[config.mk]
export PLATFORM = sky130hd
export DESIGN_NAME = serial_comp_rx
export DESIGN_NICKNAME = d
export VERILOG_FILES = /design/src/rtl/serial_comp_rx.sv
export SDC_FILE = /design/constraint.sdc
export NUM_CORES = 1
export LEC_CHECK = 0
export BUFFER_PORTS_ARGS = -buffer_cell sky130_fd_sc_hd__buf_2
export CAP_MARGIN = 40
export CORE_ASPECT_RATIO = 1.25
export CORE_MARGIN = 2
export CORE_UTILIZATION = 25
export DETAILED_ROUTE_END_ITERATION = 12
export SLEW_MARGIN = 20
export SYNTH_ARGS = -nofsm -noshare
export SYNTH_HDL_FRONTEND = slang
export SYNTH_SLANG_ARGS = --single-unit
[constraint.sdc]
create_clock -name clk_i -period 3.1 [get_ports clk_i]
set_clock_uncertainty 0.2 [all_clocks]
set_input_delay 0.62 -clock clk_i [delete_from_list [all_inputs] [get_ports clk_i]]
set_output_delay 0.62 -clock clk_i [all_outputs]
set_load 0.02 [all_outputs]
[src/rtl/serial_comp_rx.sv]
// ---------------------------------------------------------------------------
// serial_comp_rx
//   Bit-serial magnitude/equality comparator. Two operands arrive MSB first,
//   one bit pair per accepted beat. After WIDTH beats the block reports
//   eq/gt/lt (unsigned) and pulses done for one cycle.
//
// Ports
//   clk_i        rising-edge clock
//   reset_i      asynchronous, active-high reset
//   start_i      begin a new comparison (sampled only in IDLE or DONE)
//   bit_valid_i  a_bit_i/b_bit_i carry a valid beat this cycle
//   a_bit_i      serial operand A, MSB first
//   b_bit_i      serial operand B, MSB first
//   busy_o       high while a comparison is in progress
//   done_o       one-cycle pulse; results valid from this cycle on
//   eq_o         A == B
//   gt_o         A >  B
//   lt_o         A <  B
// ---------------------------------------------------------------------------
module serial_comp_rx #(
    parameter int unsigned WIDTH = 5
) (
    input  logic clk_i,
    input  logic reset_i,
    input  logic start_i,
    input  logic bit_valid_i,
    input  logic a_bit_i,
    input  logic b_bit_i,
    output logic busy_o,
    output logic done_o,
    output logic eq_o,
    output logic gt_o,
    output logic lt_o
);

    localparam int unsigned CntW = (WIDTH > 1) ? $clog2(WIDTH) : 1;
    localparam logic [CntW-1:0] LastBeat = CntW'(WIDTH - 1);

    typedef enum logic [1:0] {
        StIdle,
        StCompare,
        StDone
    } state_e;

    state_e          state_q, state_d;
    logic [CntW-1:0] cnt_q, cnt_d;
    logic            decided_q, decided_d;
    logic            sign_q, sign_d;   // 1: A greater, 0: A less (valid once decided)
    logic            eq_q, eq_d;
    logic            gt_q, gt_d;
    logic            lt_q, lt_d;

    logic            accept_start;
    logic            decided_now;
    logic            sign_now;

    assign accept_start = start_i && ((state_q == StIdle) || (state_q == StDone));

    // First differing bit pair fixes the order; later beats cannot change it.
    assign decided_now = decided_q | (a_bit_i ^ b_bit_i);
    assign sign_now    = decided_q ? sign_q : a_bit_i;

    always_comb begin
        state_d   = state_q;
        cnt_d     = cnt_q;
        decided_d = decided_q;
        sign_d    = sign_q;
        eq_d      = eq_q;
        gt_d      = gt_q;
        lt_d      = lt_q;

        unique case (state_q)
            StIdle: begin
                if (start_i) begin
                    state_d = StCompare;
                end
            end
            StCompare: begin
                if (bit_valid_i) begin
                    decided_d = decided_now;
                    sign_d    = sign_now;
                    if (cnt_q == LastBeat) begin
                        state_d = StDone;
                        cnt_d   = '0;
                        eq_d    = ~decided_now;
                        gt_d    = decided_now & sign_now;
                        lt_d    = decided_now & ~sign_now;
                    end else begin
                        cnt_d = cnt_q + CntW'(1);
                    end
                end
            end
            StDone: begin
                state_d = start_i ? StCompare : StIdle;
            end
            default: begin
                state_d = StIdle;
            end
        endcase

        // A newly accepted start discards the previous result.
        if (accept_start) begin
            cnt_d     = '0;
            decided_d = 1'b0;
            sign_d    = 1'b0;
            eq_d      = 1'b0;
            gt_d      = 1'b0;
            lt_d      = 1'b0;
        end
    end

    always_ff @(posedge clk_i or posedge reset_i) begin
        if (reset_i) begin
            state_q   <= StIdle;
            cnt_q     <= '0;
            decided_q <= 1'b0;
            sign_q    <= 1'b0;
            eq_q      <= 1'b0;
            gt_q      <= 1'b0;
            lt_q      <= 1'b0;
        end else begin
            state_q   <= state_d;
            cnt_q     <= cnt_d;
            decided_q <= decided_d;
            sign_q    <= sign_d;
            eq_q      <= eq_d;
            gt_q      <= gt_d;
            lt_q      <= lt_d;
        end
    end

    assign busy_o = (state_q == StCompare);
    assign done_o = (state_q == StDone);
    assign eq_o   = eq_q;
    assign gt_o   = gt_q;
    assign lt_o   = lt_q;

endmodule

* Word level (Yosys, flattened, before mapping) *
Cells that the tools add are included.

storage, ports and cells
  flip-flop bits (word level) = 10
  word-level logic and storage cells = 57

cells by class
  reduce and logical (&&, ||, !) cells = 9
  bitwise logic cells = 6
  mux-type cells = 28
  equal/unequal tests = 6
  add/subtract/negate cells = 1

operators by type and width
  kind                                                 number
  two-way mux 1 bit                                    20
  two-way mux 3 bit                                    4
  two-way mux 2 bit                                    3
  case mux 2 bit (3 select lines)                      1
  AND reduction 3 bit                                  2
  nonzero test 2 bit                                   3
  != test 2 bit, second input constant                 2
  adder 3 x 1 -> 3 bit, second input constant          1
  equality test 3 bit, second input constant           1
  AND 1 bit                                            2
  equality test 2 x 1 -> 1 bit, second input constant  1
  equality test 2 bit, second input constant           1
  zero test 2 bit                                      1
  != test 2 x 1 -> 1 bit, second input constant        1
  NOT 1 bit                                            2
  AND reduction 2 bit                                  1
  logical AND 1 bit                                    1
  logical OR 1 bit                                     1
  bitwise OR 1 bit                                     1
  XOR 1 bit                                            1

* Logic depth before layout (Yosys ltp) *
  depth in word-level cells = 7
  depth in mapped cells = 5

* Worst setup path after synthesis *
No wires, ideal clock.

  path kind = flip-flop to output port
  from = reg state_q[0]
  to = out done_o
  path buffers = 0
  data arrival time = 0.708 ns
  slack = 1.572 ns
  stages on the path, launching flop included = 2
  path through = dfrtp_1 > and2b_1

on the way
  longest elaborated chain between the ends = 1

RTL lines
  what                    RTL line  text
  start, declared         45        state_e state_q, state_d;
  start signal, assigned  114       state_q <= StIdle;
  start signal, assigned  122       state_q <= state_d;
  equality test 2 bit     133       assign done_o = (state_q == StDone);
  end, declared           30        output logic done_o,

Every way passes these cells.

* Final worst setup path *
  from = reg state_q[1]
  to = out busy_o

on the way
  longest elaborated chain between the ends = 1

RTL lines
  what                          RTL line  text
  equality test 2 x 1 -> 1 bit  132       assign busy_o = (state_q == StCompare);
  end, declared                 29        output logic busy_o,

Every way passes these cells.

==> results by group <==
Status
  – Status: complete, no violations

Worst setup path
  – Crit. End Element: primary output
  – Reg-to-reg critical path endpoint: eq_o
  – Worst Reg-to-Reg Cells: 5
  – CP Class: flip-flop to primary output
  – Reg2Reg Setup Slack: between 1500 and 2000 ps
  – CP arrival: 1120 ps
  – Crit start category: flip-flop
  – Critical Path RT: 2280 ps
  – CP max FO: 5
  – Worst R2R Start: cnt_q[0]

STA
  – Part of the cycle the worst path needs: 0.626
  – FMAX: 516 MHz
  – Setup TNS Final: 0 ps
  – Fin. Hold Viols: 0
  – Final critical-path required period: between 1500 and 2000 ps
  – Final setup fails: 0
  – Max_slew headroom: 0.720
  – Fin. max-slew vios: 0
  – Worst-Margin Slew: approximately 420 ps
  – RSZ-0062 raised after global routing: false
  – Setup ws final: between 1000 and 1500 ps

Die
  – # rows: 18
  – I/O Pins: 11
  – Initial Util: 0.268
  – Die Ht: 55.9 um
  – Die X: 45.5 um
  – Core Area: 0.00200 sq mm
  – Total Die Area: approximately 0.0025 sq mm

Logic synthesis
  – Synth cell types: 26
  – Post-synthesis sequential area ratio: 0.465
  – Synth Instances: 52
  – Synth area leaders: dfrtp_1 47%, ha_1 4.7%, o31ai_2 4.7%, nand3b_1 4.2%, nand2b_2 3.3%
  – Yosys reg bits: 10
  – Synthesized area per cell: 10.3 sq um
  – Syn Nets: 60
  – Top FF cell, synth: dfrtp_1
  – Mapped Area: 538 sq um
  – Top cell type's share of synthesized area: 0.465
  – Area leader, netlist: dfrtp_1
  – Synthesis Warnings: 0
  – Number of synthesized flops with an enable pin: 0
  – Async set or reset register ratio after synthesis: 1.00

Drt
  – DR iter-0 viols: 4
  – ANT nets after route: 0
  – Via count: around 420
  – Vias per cell: 4.89
  – Wire length per cell: 11.6 um
  – Final wirelength: 990 um
  – Post-route DRC violation count: 0
  – Pre-Repair DR Iteration Count: 2

Power and ir drop
  – Leak: 0.310 nW
  – PD cells: roughly 870 mW/mm^2
  – Maximum vdd ir drop: roughly 0.3 mV

Clock tree
  – CTS resizes: 0
  – Clk sinks: 10
  – Num CTS Buffers: 3
  – Worst-path clk slew: about 70 ps
  – Worst-skew pair later-pin latency: between 200 and 300 ps
  – Setup bufs post-CTS: 0
  – Hold bufs inserted after CTS: 0
  – Clock buffer depth: 2
  – CTS tree: built
  – CTS root buffer: clkbuf_4
  – CTS H-tree lvls: 1

Final layout
  – ANT cells: 0
  – Nets: 74
  – Layout cell share with drive strength beyond 1: 0.369
  – P&R area growth vs syn: 19.3%
  – # fillers: 204
  – Register Area: 250 sq um
  – Multi-input gate area: 265 sq um

GRT
  – First-pass GRT wire length: between 1500 and 2000 um
  – Routing usage on met3: 0
  – Largest net degree at the start of global routing: 11
  – Initial antenna violation count: 0
  – GR Layer Usage met2: 0.153
  – Grt peak-use layer: met2
  – Tot GR Track Use: 0.0979
  – GRT overflow: 0
  – Number of global-route vias before repair: 450
  – GR Util met1: 0.128

Place
  – Port bufs: 10
  – DP Worst Slack: 1450 ps
  – Final Wtd Congestion: 0.716
  – DP HPWL: 791 um

Hold path
  – Hold/Removal Path Class: input port to asynchronous set/reset pin

Job
  – Total of max-cap violations: 0
==> state kept, by name, indices dropped and copies added (netlist names) <==
register and flops:
sign_q 1, lt_o 1, state_q 2, decided_q 1
cnt_q 3, gt_o 1, eq_o 1
==> power by group <==
| part | leakage (nW) | switching, W | internal (W) |
|---|---|---|---|
| combinational | 0.162 | 0.000130 | 0.0000958 |
| sequential | 0.127 | 0.0000389 | 0.000178 |
| clock | 0.0210 | 0.0000474 | 0.0000713 |
| total | 0.310 | 0.000216 | 0.000345 |
==> cells by family (layout without fill, tap and decap cells) <==
logic type | Yosys count | in the layout | synth area share
AND/OR/NAND/NOR | 19 | 19 | 0.221
AO/OA/AOI/OAI | 13 | 13 | 0.172
flip-flops | 10 | 10 | 0.465
XOR/XNOR | 2 | 2 | 0.0326
multiplexers | 1 | 1 | 0.0209
adder cells (fa/ha/maj) | 2 | 2 | 0.0465
buffers and inverters | 5 | 18 | 0.0419
==> placed cells by master, fill, tap and decap left out, types with 2 or more instances in the layout <==
master    count
a21oi_1       3
buf_2        10
clkbuf_4      3
dfrtp_1      10
ha_1          2
inv_1         3
nand2_1       3
nand2b_2      2
nand3b_1      3
nor2_1        4
o211ai_1      2
o21ai_0       3
o31ai_2       2
==> worst max-delay path by stage <==
stage                     startpoint      to  cells after the start
after floorplan           state_q[0]  done_o                      1
after global placement    state_q[1]  busy_o                      3
after detailed placement  state_q[1]  busy_o                      3
after CTS                 state_q[1]  busy_o                      3
after global routing      state_q[1]  busy_o                      3
final                     state_q[1]  busy_o                      3
==> per-layer routing <==
metal  routed length (um)  vias to the layer above
li1                     -                      211
met1                  469                      196
met2                  491                        7
met3                   21                        2
met4                    6                        0
met5                    0                        -
==> critical path: stages (launching register included) <==
cell,delay [ps]
dfrtp_1,390
nand2b_2,230
inv_2,80
buf_2,160
==> per-stage QoR <==
stage	util	cells	hold slack (ps)	power, W	instance area, sq um
after floorplan	-	52	260	0.000395	538
after global placement	0.302	81	283	0.000443	606
after detailed placement	0.302	81	290	0.000450	606
after CTS	0.320	85	138	0.000569	642
after global routing	0.320	85	173	0.000613	642
final	0.320	85	130	0.000561	642
==> Yosys cell counts (2+ instances only) <==
cell      count
a21oi_1       3
nand2_1       3
nor2_1        4
o31ai_2       2
o211ai_1      2
ha_1          2
nand3b_1      3
dfrtp_1      10
o21ai_0       3
inv_1         3
nand2b_2      2
==> layout make-up <==
| class | count | area share |
|---|---|---|
| clock buffer | 4 | 0.0565 |
| inverter | 4 | 0.0234 |
| multi-input combinational | 37 | 0.413 |
| sequential | 10 | 0.390 |
| tap | 20 | 0.0390 |
| timing repair buffer | 10 | 0.0780 |
Power figures use the tool's default switching activity.
